[src/rtl/arrow_lane_scheduler_pkg.sv]
// Shared definitions for the arrow lane scheduler: arrow/indicator codes,
// the song end marker, FSM state type and the ROM arrow decode helper.
package arrow_lane_scheduler_pkg;

    localparam int SLOTS_DEFAULT = 26;

    localparam logic [2:0] ARROW_NONE  = 3'b000;
    localparam logic [2:0] ARROW_UP    = 3'b001;
    localparam logic [2:0] ARROW_LEFT  = 3'b010;
    localparam logic [2:0] ARROW_DOWN  = 3'b011;
    localparam logic [2:0] ARROW_RIGHT = 3'b100;
    localparam logic [2:0] ARROW_SHAKE = 3'b110;

    localparam logic [1:0] IND_NONE      = 2'b00;
    localparam logic [1:0] IND_BAD       = 2'b01;
    localparam logic [1:0] IND_GOOD      = 2'b10;
    localparam logic [1:0] IND_EXCELLENT = 2'b11;

    localparam logic [5:0] END_MARKER = 6'b111111;

    typedef enum logic [2:0] {
        ST_IDLE,
        ST_WAIT,
        ST_FETCH,
        ST_DRAIN,
        ST_DONE
    } sched_state_t;

    // Unassigned codes coming from the ROM are shown as empty slots.
    function automatic logic [2:0] decode_arrow(input logic [2:0] raw);
        case (raw)
            ARROW_UP, ARROW_LEFT, ARROW_DOWN, ARROW_RIGHT, ARROW_SHAKE: return raw;
            default: return ARROW_NONE;
        endcase
    endfunction

endpackage

[src/rtl/arrow_lane_scheduler_if.sv]
// Song ROM read handshake: request/address out, valid/data back.
interface arrow_lane_scheduler_if #(
    parameter int ADDR_W = 12
);
    logic              song_req;
    logic [ADDR_W-1:0] song_addr;
    logic              song_valid;
    logic [5:0]        song_data;

    modport master (output song_req, song_addr, input song_valid, song_data);
    modport slave  (input song_req, song_addr, output song_valid, song_data);
endinterface

[src/rtl/arrow_lane_scheduler_lane_judge.sv]
// One player's lane: arrow shift register, hit-zone judgement,
// indicator with hold timer and saturating score.
module arrow_lane_scheduler_lane_judge
    import arrow_lane_scheduler_pkg::*;
#(
    parameter int SLOTS          = SLOTS_DEFAULT,
    parameter int HOLD_STEPS     = 8,
    parameter int EXCELLENT_SLOT = 23,
    parameter int SCORE_W        = 16
) (
    input  logic                 clock,
    input  logic                 reset,
    input  logic                 clear,
    input  logic                 active,
    input  logic                 shift,
    input  logic [2:0]           shift_code,
    input  logic [2:0]           press,
    output logic [3*SLOTS-1:0]   arrow_array,
    output logic [1:0]           indicator,
    output logic [SCORE_W-1:0]   score
);

    localparam int HOLD_W = $clog2(HOLD_STEPS + 1);
    localparam int EXC_LO = 3 * EXCELLENT_SLOT;
    localparam int GD1_LO = 3 * (EXCELLENT_SLOT - 1);
    localparam int GD2_LO = 3 * (EXCELLENT_SLOT + 1);
    localparam int BOT_LO = 3 * (SLOTS - 1);

    logic [3*SLOTS-1:0] arrow_reg, arrow_next, work;
    logic [1:0]         indicator_reg, indicator_next;
    logic [HOLD_W-1:0]  hold_reg, hold_next;
    logic [SCORE_W-1:0] score_reg, score_next;
    logic [SCORE_W:0]   sum;
    logic [1:0]         pts;
    logic               judged;

    always_comb begin
        work           = arrow_reg;
        arrow_next     = arrow_reg;
        indicator_next = indicator_reg;
        hold_next      = hold_reg;
        pts            = 2'd0;
        judged         = 1'b0;

        // The press sees the pre-shift array; a hit slot then shifts as empty.
        if (active && press != ARROW_NONE) begin
            judged    = 1'b1;
            hold_next = HOLD_W'(HOLD_STEPS);
            if (work[EXC_LO +: 3] == press) begin
                work[EXC_LO +: 3] = ARROW_NONE;
                indicator_next    = IND_EXCELLENT;
                pts               = 2'd2;
            end else if (work[GD1_LO +: 3] == press) begin
                work[GD1_LO +: 3] = ARROW_NONE;
                indicator_next    = IND_GOOD;
                pts               = 2'd1;
            end else if (work[GD2_LO +: 3] == press) begin
                work[GD2_LO +: 3] = ARROW_NONE;
                indicator_next    = IND_GOOD;
                pts               = 2'd1;
            end else begin
                indicator_next = IND_BAD;
            end
        end

        if (shift) begin
            arrow_next = {work[3*SLOTS-4:0], shift_code};
            if (!judged) begin
                if (work[BOT_LO +: 3] != ARROW_NONE) begin
                    indicator_next = IND_BAD;
                    hold_next      = HOLD_W'(HOLD_STEPS);
                end else if (hold_reg != '0) begin
                    hold_next = hold_reg - HOLD_W'(1);
                    if (hold_reg == HOLD_W'(1)) indicator_next = IND_NONE;
                end
            end
        end else begin
            arrow_next = work;
        end

        sum        = {1'b0, score_reg} + (SCORE_W+1)'(pts);
        score_next = sum[SCORE_W] ? '1 : sum[SCORE_W-1:0];
    end

    always_ff @(posedge clock) begin
        if (reset || clear) begin
            arrow_reg     <= '0;
            indicator_reg <= IND_NONE;
            hold_reg      <= '0;
            score_reg     <= '0;
        end else begin
            arrow_reg     <= arrow_next;
            indicator_reg <= indicator_next;
            hold_reg      <= hold_next;
            score_reg     <= score_next;
        end
    end

    assign arrow_array = arrow_reg;
    assign indicator   = indicator_reg;
    assign score       = score_reg;

endmodule

[src/rtl/arrow_lane_scheduler.sv]
// Song sequencer: frame-tick step timer, song ROM fetch FSM and end-of-song
// drain, driving one lane_judge per player.
module arrow_lane_scheduler
    import arrow_lane_scheduler_pkg::*;
#(
    parameter int SLOTS          = SLOTS_DEFAULT,
    parameter int STEP_DIV       = 4,
    parameter int HOLD_STEPS     = 8,
    parameter int EXCELLENT_SLOT = 23,
    parameter int ADDR_W         = 12,
    parameter int SCORE_W        = 16
) (
    input  logic                 clock,
    input  logic                 reset,
    input  logic                 start,
    input  logic                 frame_tick,
    input  logic [2:0]           p1_press,
    input  logic [2:0]           p2_press,
    arrow_lane_scheduler_if.master song,
    output logic [3*SLOTS-1:0]   p1_arrow_array,
    output logic [3*SLOTS-1:0]   p2_arrow_array,
    output logic [1:0]           p1_indicator,
    output logic [1:0]           p2_indicator,
    output logic [SCORE_W-1:0]   p1_score,
    output logic [SCORE_W-1:0]   p2_score,
    output logic                 busy,
    output logic                 done,
    output logic                 step_overrun
);

    localparam int TICK_W  = (STEP_DIV > 1) ? $clog2(STEP_DIV) : 1;
    localparam int DRAIN_W = $clog2(SLOTS);

    sched_state_t       state_reg, state_next;
    logic [TICK_W-1:0]  tick_reg, tick_next;
    logic [DRAIN_W-1:0] drain_reg, drain_next;
    logic [ADDR_W-1:0]  addr_reg, addr_next;
    logic               overrun_reg, overrun_next;
    logic               req_reg, busy_reg, done_reg;
    logic               active, step_due, shift;
    logic [2:0]         new_code [2];
    logic [2:0]         press_w [2];
    logic [3*SLOTS-1:0] arr_w [2];
    logic [1:0]         ind_w [2];
    logic [SCORE_W-1:0] score_w [2];

    assign active   = (state_reg == ST_WAIT) || (state_reg == ST_FETCH) || (state_reg == ST_DRAIN);
    assign step_due = active && frame_tick && (tick_reg == TICK_W'(STEP_DIV - 1));

    always_comb begin
        state_next   = state_reg;
        tick_next    = tick_reg;
        drain_next   = drain_reg;
        addr_next    = addr_reg;
        overrun_next = overrun_reg;
        shift        = 1'b0;
        new_code[0]  = ARROW_NONE;
        new_code[1]  = ARROW_NONE;

        if (active && frame_tick) tick_next = step_due ? '0 : tick_reg + TICK_W'(1);

        case (state_reg)
            ST_WAIT: if (step_due) state_next = ST_FETCH;
            ST_FETCH: begin
                // A step falling due while the ROM is still busy is lost.
                if (step_due) overrun_next = 1'b1;
                if (song.song_valid) begin
                    shift = 1'b1;
                    if (song.song_data == END_MARKER) begin
                        state_next = ST_DRAIN;
                        drain_next = DRAIN_W'(SLOTS - 1);
                    end else begin
                        new_code[0] = decode_arrow(song.song_data[2:0]);
                        new_code[1] = decode_arrow(song.song_data[5:3]);
                        addr_next   = addr_reg + ADDR_W'(1);
                        state_next  = ST_WAIT;
                    end
                end
            end
            ST_DRAIN: if (step_due) begin
                shift = 1'b1;
                if (drain_reg == DRAIN_W'(1)) state_next = ST_DONE;
                else drain_next = drain_reg - DRAIN_W'(1);
            end
            default: ;
        endcase
    end

    always_ff @(posedge clock) begin
        if (reset || start) begin
            state_reg   <= reset ? ST_IDLE : ST_WAIT;
            tick_reg    <= '0;
            drain_reg   <= '0;
            addr_reg    <= '0;
            overrun_reg <= 1'b0;
            req_reg     <= 1'b0;
            busy_reg    <= !reset;
            done_reg    <= 1'b0;
        end else begin
            state_reg   <= state_next;
            tick_reg    <= tick_next;
            drain_reg   <= drain_next;
            addr_reg    <= addr_next;
            overrun_reg <= overrun_next;
            req_reg     <= (state_next == ST_FETCH);
            busy_reg    <= (state_next == ST_WAIT) || (state_next == ST_FETCH) || (state_next == ST_DRAIN);
            done_reg    <= (state_next == ST_DONE);
        end
    end

    assign press_w[0] = p1_press;
    assign press_w[1] = p2_press;

    genvar gi;
    generate
        for (gi = 0; gi < 2; gi++) begin : g_lane
            arrow_lane_scheduler_lane_judge #(
                .SLOTS          (SLOTS),
                .HOLD_STEPS     (HOLD_STEPS),
                .EXCELLENT_SLOT (EXCELLENT_SLOT),
                .SCORE_W        (SCORE_W)
            ) u_lane (
                .clock       (clock),
                .reset       (reset),
                .clear       (start),
                .active      (active),
                .shift       (shift),
                .shift_code  (new_code[gi]),
                .press       (press_w[gi]),
                .arrow_array (arr_w[gi]),
                .indicator   (ind_w[gi]),
                .score       (score_w[gi])
            );
        end
    endgenerate

    assign song.song_req  = req_reg;
    assign song.song_addr = addr_reg;
    assign p1_arrow_array = arr_w[0];
    assign p2_arrow_array = arr_w[1];
    assign p1_indicator   = ind_w[0];
    assign p2_indicator   = ind_w[1];
    assign p1_score       = score_w[0];
    assign p2_score       = score_w[1];
    assign busy           = busy_reg;
    assign done           = done_reg;
    assign step_overrun   = overrun_reg;

endmodule

[src/flat_wrapper.sv]
// flat-port wrapper written by rule: the top's interface ports become plain ports
module arrow_lane_scheduler_flat import arrow_lane_scheduler_pkg::*;
#(
    parameter int SLOTS          = SLOTS_DEFAULT,
    parameter int STEP_DIV       = 4,
    parameter int HOLD_STEPS     = 8,
    parameter int EXCELLENT_SLOT = 23,
    parameter int ADDR_W         = 12,
    parameter int SCORE_W        = 16
)
  (clock, reset, start, frame_tick, p1_press, p2_press, p1_arrow_array, p2_arrow_array, p1_indicator, p2_indicator, p1_score, p2_score, busy, done, step_overrun, song_song_req, song_song_addr, song_song_valid, song_song_data);
  arrow_lane_scheduler_if #(.ADDR_W(ADDR_W)) song_i ();
  input  logic clock;
  input  logic reset;
  input  logic start;
  input  logic frame_tick;
  input  logic [2:0] p1_press;
  input  logic [2:0] p2_press;
  output logic [3*SLOTS-1:0] p1_arrow_array;
  output logic [3*SLOTS-1:0] p2_arrow_array;
  output logic [1:0] p1_indicator;
  output logic [1:0] p2_indicator;
  output logic [SCORE_W-1:0] p1_score;
  output logic [SCORE_W-1:0] p2_score;
  output logic busy;
  output logic done;
  output logic step_overrun;
  output wire logic [$bits(song_i.song_req)-1:0] song_song_req;
  output wire logic [$bits(song_i.song_addr)-1:0] song_song_addr;
  input wire logic [$bits(song_i.song_valid)-1:0] song_song_valid;
  input wire logic [$bits(song_i.song_data)-1:0] song_song_data;
  assign song_song_req = song_i.song_req;
  assign song_song_addr = song_i.song_addr;
  assign song_i.song_valid = song_song_valid;
  assign song_i.song_data = song_song_data;
  arrow_lane_scheduler #(.SLOTS(SLOTS), .STEP_DIV(STEP_DIV), .HOLD_STEPS(HOLD_STEPS), .EXCELLENT_SLOT(EXCELLENT_SLOT), .ADDR_W(ADDR_W), .SCORE_W(SCORE_W)) u_core (.clock(clock), .reset(reset), .start(start), .frame_tick(frame_tick), .p1_press(p1_press), .p2_press(p2_press), .song(song_i), .p1_arrow_array(p1_arrow_array), .p2_arrow_array(p2_arrow_array), .p1_indicator(p1_indicator), .p2_indicator(p2_indicator), .p1_score(p1_score), .p2_score(p2_score), .busy(busy), .done(done), .step_overrun(step_overrun));
endmodule
[config.mk]
export PLATFORM = sky130hd
export DESIGN_NAME = arrow_lane_scheduler_flat
export DESIGN_NICKNAME = d
export VERILOG_FILES = /design/src/rtl/arrow_lane_scheduler_pkg.sv /design/src/rtl/arrow_lane_scheduler_if.sv /design/src/rtl/arrow_lane_scheduler_lane_judge.sv /design/src/rtl/arrow_lane_scheduler.sv /design/src/flat_wrapper.sv
export SDC_FILE = /design/constraint.sdc
export NUM_CORES = 1
export LEC_CHECK = 0
export CAP_MARGIN = 20
export CORE_UTILIZATION = 51
export CTS_CLUSTER_SIZE = 14
export DETAILED_ROUTE_END_ITERATION = 10
export PLACE_DENSITY = 0.85
export SYNTH_ARGS = -nofsm -noshare
export SYNTH_HDL_FRONTEND = slang
export SYNTH_SLANG_ARGS = --single-unit
export TNS_END_PERCENT = 100
[constraint.sdc]
create_clock -name clock -period 3.3 [get_ports clock]
set_input_delay 0.66 -clock clock [delete_from_list [all_inputs] [get_ports clock]]
set_output_delay 0.66 -clock clock [all_outputs]
set_load 0.02 [all_outputs]
==> results.md <==
- Number of flops mapped to enable cells by yosys: 0
- Number of buffers added on ports: approximately 220
- Initial Utilization: a little over half
- Synth area leader: dfxtp_1
- Origin of the worst min-delay path: u_core.g_lane[0].u_lane.arrow_array[33]$_SDFFE_PP0P_
- Total CTS buffers: 24
- Total leakage power: 4.09 nW
- I/O pin total: between 200 and 250
- Category of the worst setup path capture point: flop
- Clock-pin slew on the worst setup and hold paths: 60 ps
- Cell Rows: 51
- Final cell count without fillers: 1,573
- Weighted congestion at the end of routability-driven global placement: between 0.8 and 0.9
- Length of the first detailed-routing pass in iterations: 5
- Clock share of power: 47.7%
- Remaining max-slew budget at the tightest pin: 52.6%
- Number of DRC violations after detailed-routing iteration 0: 491
- Worst setup skew after layout: 10.4 ps
- Type of the worst setup path: input port to flop
- Clk Tree Root Cell: clkbuf_16
- Post-synth top flop: dfxtp_1
- GR Util All Layers: 23.3%
- Net switching fraction of the power: 22.1%
- Min Hold Slack: approximately 460 ps
- Number of slew-limit violations in the final report: 0
- GR Overflow Total: 0
- Area of the core region: roughly 0.02 sq mm
- Outcome: complete, no violations
- Net switching power: 1.23 mW
- Die outline width: 143 um
- Worst hold path type: flop to flop
- Share of synthesized area occupied by flip-flops and latches: 44.6%
- Cells along the critical path: clkdlybuf4s50_1 -> xnor2_1 -> nand3_1 -> a211oi_2 -> buf_4 -> ha_1 -> inv_1 -> fa_1 -> nand3b_1 -> nor2_1 -> nand3_1 -> buf_4 -> a21oi_1
- Mapped cell area: 0.0102 sq mm
- Die footprint: roughly 0.02 sq mm
- Final count of hold timing violations: 0
- Count of max-cap constraint violations: 0
- Worst reg2reg setup slack: 460 ps
- Critical path destination: u_core.g_lane[0].u_lane.score[9]$_SDFF_PP0_
- Peak supply drop: between 0.3 and 0.4 mV
- FF-to-FF Start: u_core.state_reg[1]$_SDFF_PP0_
- Count of different cell masters after synthesis: 66
- Final WL: about 25 mm
- Layout fillers: 1,602
- Max frequency: around 330 MHz
- Shortest clock period the worst path allows after layout: approximately 3000 ps
- Placed Cells: between 1,500 and 2,000
- Synthesized flop and latch total: 226
- Number of global-route vias before repair: about 7,800
- Routed len/inst: roughly 16 um
- Total internal power: 4.34 mW
- Stage delay of the slowest cell on the critical path: 600 ps
- Number of nets in the finished design: 1,321
- Setup Viol. Count Final: 0
- Startpoint type of the worst setup path: input port
- DRC errors left: 0
- Total power divided by cell area: 444 mW/mm^2
- Mapped Cells: 1,207
- Maximum buffer depth of the clock tree: 3
- Required time at the worst-slack endpoint: around 3700 ps
- Number of nets still failing antenna checks after routing: 0
- Share of the synthesized area in the top cell type: 44.6%
- Number of antenna violations at the first check in global routing: 0
- CTS HTree Levels: 1
- Count of vias placed by the detailed router: roughly 8,500
- Hold bufs inserted after CTS: 0
- DP HPWL: 17.2 mm
- Transition time at the pin with the least slew margin: 701 ps
- Fraction of layout cells with a size suffix above 1: approximately 8%
- Insertion delay to the later sink of the worst-skew pair: 510 ps
- Commonest cells in the netlist: nand2_1, dfxtp_1, a21oi_1
- Data arrival time at the worst-slack endpoint: between 3000 and 4000 ps
- Count of inserted antenna diode cells: 0
- Net count after synthesis: roughly 1,200
- Clock sinks: 226
- Combinational share of power: 3.0%
- Endpoint of the lowest-slack register-to-register path: u_core.g_lane[1].u_lane.score[8]$_SDFF_PP0_
- Launch point of the worst path: p1_press[0]
- Cell depth of the worst flop-to-flop path: 11
- Seq pwr share: 49.2%
- Top-count cell post-synth: nand2_1
- Layout overhead on the synthesized area: 23.3%
- Main area contributors after synthesis: dfxtp_1, buf_4, nand2_1
- RSZ-0062 raised after global routing: false
- Number of vias per cell: 5.41
- Die Y: 143 um
- FFs w/ async S/R, synth: 0%
- Flip-flop count of the largest register, all copies and words added: 156
- Total number of yosys warnings: 0
- Highest fanout seen on the critical path: 11
- Global-route wire length before repair: just under 40 mm
- Pin count of the biggest net entering global routing: 120
- Avg Cell Area, Syn: 8.41 sq um
- Tcrit/Tclk final: between 90% and 100%
- Critical path's slowest cell: clkdlybuf4s50_1
- Clock tree from TritonCTS: built
[logic make-up (layout without fill, tap and decap cells)]
family,after synthesis,after routing,synth area share (%)
DFF,226,226,44.6
adders and majority gates,14,14,1.87
muxes,3,3,0.308
buffers and inverters,238,339,14.8
AOI/OAI and AO/OA,275,275,17.0
xor gates and xnor gates,41,41,3.54
and+or+nand+nor,410,410,18.0
[worst min-delay path by stage]
| stage | endpoint | slack, ps | depth (start not counted) |
|---|---|---|---|
| 6_report | u_core.g_lane[0].u_lane.arrow_array[36]$_SDFFE_PP0P_ | 460 | 2 |
| 4_1_cts | u_core.g_lane[0].u_lane.arrow_array[36]$_SDFFE_PP0P_ | 470 | 2 |
| 5_1_grt | u_core.g_lane[1].u_lane.arrow_array[15]$_SDFFE_PP0P_ | 490 | 2 |
| 2_1_floorplan | u_core.tick_reg[1]$_SDFFE_PP0P_ | 440 | 2 |
| 3_5_place_dp | u_core.g_lane[1].u_lane.arrow_array[11]$_SDFFE_PP0P_ | 460 | 2 |
| 3_3_place_gp | u_core.tick_reg[1]$_SDFFE_PP0P_ | 450 | 2 |
[worst max-delay path, delay by kind of cell]
family          cells  cell delay, ps
fa+ha+maj           2             550
xor+xnor            1             160
simple gates        4             690
compound gates      2             380
buf+inv             4            1010
[through the flow]
| step | setup TNS, ps | worst slack [ps] | area, sq um | total power, mW | utilization (%) |
|---|---|---|---|---|---|
| 5_1_grt | 0 | 32.6 | 12500 | 5.74 | 64.3 |
| 6_report | 0 | 269 | 12500 | 5.56 | 64.3 |
| 3_5_place_dp | -6670 | -287 | 11700 | 2.97 | 60.2 |
| 4_1_cts | 0 | 196 | 12500 | 5.60 | 64.2 |
| 2_1_floorplan | 0 | 222 | 10200 | 2.90 | - |
| 3_3_place_gp | -2520 | -184 | 11700 | 2.96 | 60.2 |
[cells in the final DEF (no fill, tap or decap), types with 24 or more instances in the layout]
cell and n:
a32o_1 24, inv_1 30, clkbuf_16 24, buf_4 37, nand2_1 273, a21oi_1 167
xnor2_1 26, nor2_1 36, clkdlybuf4s50_1 224, dfxtp_1 226
[layer usage]
layer	vias to the layer above	GRT usage, %	share of wire [%]
li1	4142	-	-
met1	4059	29.1	42
met2	267	39.5	49
met3	44	5.47	7.1
met4	0	7.81	2.6
met5	-	0	0
[power groups by stage]
| stage | logic (mW) | registers [mW] | clock network (mW) |
|---|---|---|---|
| 6_report | 0.168 | 2.74 | 2.66 |
| 5_1_grt | 0.182 | 2.74 | 2.82 |
| 4_1_cts | 0.166 | 2.74 | 2.69 |
| 3_5_place_dp | 0.166 | 2.80 | 0 |
| 3_3_place_gp | 0.162 | 2.80 | 0 |
| 2_1_floorplan | 0.0965 | 2.80 | 0 |
[cell type report]
cell class                      instances  area (sq um)  share of cell area (%)
Timing Repair Buffer                  265          2600                    20.8
Clock inverter                         13           114                   0.909
Sequential cell                       226          4520                    36.1
Tap cell                              265           332                    2.65
Clock buffer                           31           677                    5.41
Multi-Input combinational cell        743          4160                    33.2
Inverter                               30           113                   0.899
[repair_timing]
item | CTS | global route
gates resized for setup | 0 | 2
setup buffers | 0 | 0
endpoints found under the setup margin | 0 | 2
(Power assumes the default switching activity.)
==> edit 1: new RTL, config.mk and constraints unchanged <==
Encoding of `sched_state_t`: now one-hot (5 bits for 5 states).
--- a/src/rtl/arrow_lane_scheduler_pkg.sv
+++ b/src/rtl/arrow_lane_scheduler_pkg.sv
@@ -18,12 +18,12 @@
 
     localparam logic [5:0] END_MARKER = 6'b111111;
 
-    typedef enum logic [2:0] {
-        ST_IDLE,
-        ST_WAIT,
-        ST_FETCH,
-        ST_DRAIN,
-        ST_DONE
+    typedef enum logic [4:0] {
+        ST_IDLE  = 5'b00001,
+        ST_WAIT  = 5'b00010,
+        ST_FETCH = 5'b00100,
+        ST_DRAIN = 5'b01000,
+        ST_DONE  = 5'b10000
     } sched_state_t;
 
     // Unassigned codes coming from the ROM are shown as empty slots.
Formal check against the unedited RTL: no difference found for any inputs over 10 cycles, from zero or initial values; not proved beyond that.
==> edit 1 against the unedited design <==
  * Power increased by 7.1%
  * Critical path depth decreased by 2
  * Setup slack got worse by 130 ps
  * Area after synthesis increased by 2.7%
  * Sequential cell count increased by 2
  * Clock power increased by 14%
  * Routed wire length increased by 2.3%
  * Design area increased by 4.5%
  * Critical endpoint is now u_core.g_lane[1].u_lane.score[1]
  * Largest cell class unchanged
  * Largest power group is now the clock network
==> edit 1: results <==
export IMPL_hpwl_mm=17.2
export IMPL_portBuffers=224
export IMPL_drt_iter0_drc=534
export IMPL_antenna_found_initial=0
export IMPL_via_per_inst=5.37
export IMPL_gp_congestion=0.828
export IMPL_crit_family="simple AND/OR/NAND/NOR gates"
export IMPL_synth_cell_types=61
export IMPL_synth_area_per_cell_um2=8.08
export IMPL_yosysWarnings=0
export IMPL_ys_seq_area_frac=0.438
export IMPL_finalClockSkew_ps=8.96
export IMPL_area_delta_synth_final_pct=25.5
export IMPL_postSynthNetCount=1322
export IMPL_arrival_ps=3600
export IMPL_grt_max_degree=83
export IMPL_routed_wl_met2_mm=12.2
export IMPL_routed_wl_mm=25.5
export IMPL_grt_first_pass_wirelength_mm=41.2
export IMPL_power_leakage_nw=4.31
export IMPL_ctsResizeCount=2
export IMPL_drt_pass1_iterations=5
export IMPL_peakVddDrop_mv=0.438
export IMPL_cts_buffer_depth=3
export IMPL_largest_register_ffs=156
export IMPL_core_mm2=0.0198
export IMPL_cts_root_buf="clkbuf_16"
export IMPL_num_antenna_cells=0
export IMPL_htree_levels=1
export IMPL_cp_max_fo=7
export IMPL_synth_async_reset_ratio=0
export IMPL_placed_area_mm2=0.0121
export IMPL_path_clk_slew_ps=60
export IMPL_synthTopCellsByArea="dfxtp_1 (44%), nand2_1 (11%), buf_4 (10%), a21oi_1 (8.9%), nor2_1 (2.2%)"
export IMPL_gr_usage_met3=0.0500
export IMPL_track_usage=0.233
export IMPL_switchingPower_mw=1.21
export IMPL_fillers=1603
export IMPL_status="finished, final reports clean"
export IMPL_ys_top_cells_by_count="nand2_1 (302), dfxtp_1 (228), a21oi_1 (185)"
export IMPL_clk_latency_ps=500
export IMPL_dp_cells=1615
export IMPL_wl_per_cell_um=15.4
export IMPL_slew_headroom=0.547
export IMPL_wl_met3_mm=1.79
export IMPL_met1_length_mm=11.0
export IMPL_yosys_most_used_dff="dfxtp_1"
export IMPL_cts_setup_buffers=0
export IMPL_grt_util_met1=0.296
export IMPL_grtUsageMet2=0.394
export IMPL_setup_viol=0
export IMPL_nNetsFinal=1408
export IMPL_max_stage_delay_ps=500
export IMPL_holdCritPathClass="flop to flop"
export IMPL_drive_gt1_frac=0.0796
export IMPL_topRoutingLayerUsed="met4"
export IMPL_cp_slowest_cell="or3_1"
export IMPL_grt_pass1_vias=8182
export IMPL_cts_made_buffers=25
## edit 1: cell types whose count changed in the layout (fill, tap and decap cells not counted), moves of 6 or more
cell / change
a21oi_1: +18
o22a_1: +6
nand2_1: +29
nor2_1: +24
a32o_1: -24
o21ai_0: +7
nand3_1: +27
a2bb2oi_1: +7
## edit 1: logic make-up (layout without fill, tap and decap cells)
kind of cell    count (synthesis)  count (layout)  synth area share
flops                         228             228             0.438
mux                             7               7           0.00672
compound gates                266             266             0.146
buf+inv                       237             341             0.140
simple gates                  502             502             0.221
fa+ha+maj                      14              14            0.0182
xor+xnor                       37              37            0.0311
## edit 1: area by class of cell
class / instances / share of cell area
Timing Repair Buffer: 267 / 0.205
Clock inverter: 12 / 0.0143
Inverter: 29 / 0.00832
Multi-Input combinational cell: 826 / 0.342
Clock buffer: 33 / 0.0555
Sequential cell: 228 / 0.349
Tap cell: 265 / 0.0253
## edit 1: through the flow
step                TNS, ps  setup slack [ps]
floorplan                 0              1.46
global placement      -5600              -360
detailed placement   -10320              -532
CTS                       0              30.9
global route          -36.7             -16.7
finish                    0               134
## edit 1: power by group through the flow
stage	Clock [mW]	Sequential (mW)	Combinational, mW
after floorplan	0	2.82	0.0870
after global placement	0	2.82	0.160
after detailed placement	0	2.82	0.164
after CTS	3.07	2.76	0.165
after global routing	3.19	2.76	0.181
final	3.03	2.76	0.167
## edit 1: final timing paths
check | slack, ps | cells after the start | end | startpoint
setup / recovery | 130 | 11 | u_core.g_lane[1].u_lane.score[1] | p2_press[1]
hold / removal | 460 | 2 | u_core.tick_reg[1] | u_core.tick_reg[1]
setup reg to reg | 250 | 10 | u_core.g_lane[1].u_lane.score[1] | u_core.state_reg[0]
hold reg to reg | 460 | 2 | u_core.tick_reg[1] | u_core.tick_reg[1]
==> edit 2: new RTL, same flow settings <==
Without the edit above. `STEP_DIV` is set to 4 in 2 places; all go to 2.
--- a/src/rtl/arrow_lane_scheduler.sv
+++ b/src/rtl/arrow_lane_scheduler.sv
@@ -4,7 +4,7 @@
     import arrow_lane_scheduler_pkg::*;
 #(
     parameter int SLOTS          = SLOTS_DEFAULT,
-    parameter int STEP_DIV       = 4,
+    parameter int STEP_DIV       = 2,
     parameter int HOLD_STEPS     = 8,
     parameter int EXCELLENT_SLOT = 23,
     parameter int ADDR_W         = 12,
--- a/src/flat_wrapper.sv
+++ b/src/flat_wrapper.sv
@@ -2,7 +2,7 @@
 module arrow_lane_scheduler_flat import arrow_lane_scheduler_pkg::*;
 #(
     parameter int SLOTS          = SLOTS_DEFAULT,
-    parameter int STEP_DIV       = 4,
+    parameter int STEP_DIV       = 2,
     parameter int HOLD_STEPS     = 8,
     parameter int EXCELLENT_SLOT = 23,
     parameter int ADDR_W         = 12,
Behaviour: not the same (a bounded check fails within 4 cycles, from zero or initial values).
==> edit 2 against the unedited design <==
  * Setup slack lost 190 ps
  * Routed wire length shrank 6.8%
  * Combinational power is essentially flat
  * Critical path type unchanged
  * Area after synthesis shrank 2.5%
  * Count of clock-buffer cells in the layout grew 5
  * Design area shrank 1.1%
  * Sequential cell count shrank 1
  * Critical endpoint is now u_core.g_lane[1].u_lane.score[14]
  * Power grew 2.6%
  * Worst hold slack gained 2.3 ps
==> edit 2: results <==
export IMPL_status="finished, final reports clean"
export IMPL_gr_usage_met3=0.0499
export IMPL_synthTopCellsByArea="dfxtp_1 (46%), nand2_1 (11%), buf_4 (10%), a21oi_1 (8.6%), xor2_1 (2.8%)"
export IMPL_hpwl_mm=15.9
export IMPL_n_all_buffers=264
export IMPL_synth_area_per_cell_um2=8.36
export IMPL_track_usage=0.226
export IMPL_met1_length_mm=9.87
export IMPL_grt_pass1_vias=7456
export IMPL_fin_area_mm2=0.0124
export IMPL_inverters=21
export IMPL_routed_wl_mm=23.3
export IMPL_peakVddDrop_mv=0.383
export IMPL_synth_fa_ha_area_frac=0.0179
export IMPL_r2r_start="u_core.state_reg[0]"
export IMPL_hold_path_end="u_core.g_lane[0].u_lane.arrow_array[32]"
export IMPL_tightest_slew_ps=927
export IMPL_synth_compound_area_frac=0.149
export IMPL_clkCellAreaFrac=0.0686
export IMPL_clock_buffers=36
export IMPL_seqCellArea_mm2=0.00450
export IMPL_power_leakage_nw=4.11
export IMPL_postSynthNetCount=1214
export IMPL_multi_input_area_share=0.327
export IMPL_hold_ws_ps=466
export IMPL_synth_xor_area_frac=0.0442
export IMPL_fillers=1532
export IMPL_hold_path_startpoint="u_core.g_lane[0].u_lane.arrow_array[29]"
export IMPL_portBuffers=224
export IMPL_via_per_inst=5.23
export IMPL_synth_cell_types=57
export IMPL_ys_top_cells_by_count="nand2_1 (285), dfxtp_1 (225), a21oi_1 (170)"
export IMPL_grt_first_pass_wirelength_mm=37.1
export IMPL_path_class="input port to flop"
export IMPL_ys_seq_area_frac=0.455
export IMPL_routed_wl_met2_mm=11.1
export IMPL_seq_cells=225
export IMPL_crit_family="simple AND/OR/NAND/NOR gates"
export IMPL_max_stage_delay_ps=510
export IMPL_cp_max_fo=4
export IMPL_tns_ps=0
export IMPL_fp_row_count=50
export IMPL_synthMuxAreaShare=0.00404
export IMPL_drive_gt1_frac=0.0787
export IMPL_pre_cts_ws_ps=-412
export IMPL_finalClockSkew_ps=8.18
export IMPL_nNetsFinal=1308
export IMPL_bufAreaShareNonClock=0.208
export IMPL_path_clk_slew_ps=60
export IMPL_multi_input_gates=742
export IMPL_grt_max_degree=151
export IMPL_dp_cells=1512
export IMPL_wl_met3_mm=1.59
export IMPL_timing_rr_end="u_core.g_lane[1].u_lane.score[14]"
export IMPL_gp_congestion=0.902
export IMPL_grtUsageMet2=0.380
export IMPL_grt_util_met1=0.286
export IMPL_yosys_most_used_dff="dfxtp_1"
==> edit 2: cell types whose count changed in the layout (fill, tap and decap cells not counted), moves of 6 or more <==
cell,delta
nand2_1,+12
nor2_1,+20
or4_1,-7
xor2_1,+17
or3_1,-11
a32o_1,-12
a211oi_1,-8
inv_1,-9
o31ai_1,-6
a31oi_1,-6
a22o_1,+12
xnor2_1,-8
==> edit 2: cells by family (layout without fill, tap and decap cells) <==
group | count (synthesis) | after routing
AND/OR/NAND/NOR | 431 | 431
AO/OA/AOI/OAI | 244 | 244
flip-flops | 225 | 225
buffers and inverters | 217 | 329
XOR/XNOR | 50 | 50
adder cells (fa/ha/maj) | 13 | 13
multiplexers | 4 | 4
==> edit 2: tightest hold or removal path: cells and delay by family, from the launching register on <==
kind,cells,cell delay (ps)
AOI/OAI and AO/OA,1,50
and+or+nand+nor,1,50
DFF,1,320
==> edit 2: what timing repair did <==
action | 4_1_cts | 5_1_grt
hold endpoints to repair | 0 | 0
gates resized for setup | 0 | 2
setup buffers | 0 | 0
endpoints found under the setup margin | 0 | 16
==> edit 2: power breakdown <==
group / switching (mW) / internal [mW] / total (mW)
clock: 1.07 / 1.74 / 2.81
sequential: 0.00604 / 2.72 / 2.73
combinational: 0.101 / 0.0662 / 0.168
total: 1.18 / 4.52 / 5.71
==> edit 2: how the worst max path moves through the flow <==
stage / startpoint / to / slack (ps)
global placement: p2_press[1] / u_core.g_lane[1].u_lane.score[14] / -250
finish: p2_press[0] / u_core.g_lane[1].u_lane.score[14] / 80
floorplan: p1_press[1] / u_core.g_lane[0].u_lane.score[10] / 150
CTS: p2_press[1] / u_core.g_lane[1].u_lane.score[14] / 90
global route: p2_press[1] / u_core.g_lane[1].u_lane.score[14] / -50
detailed placement: p1_press[1] / u_core.g_lane[0].u_lane.score[2] / -410
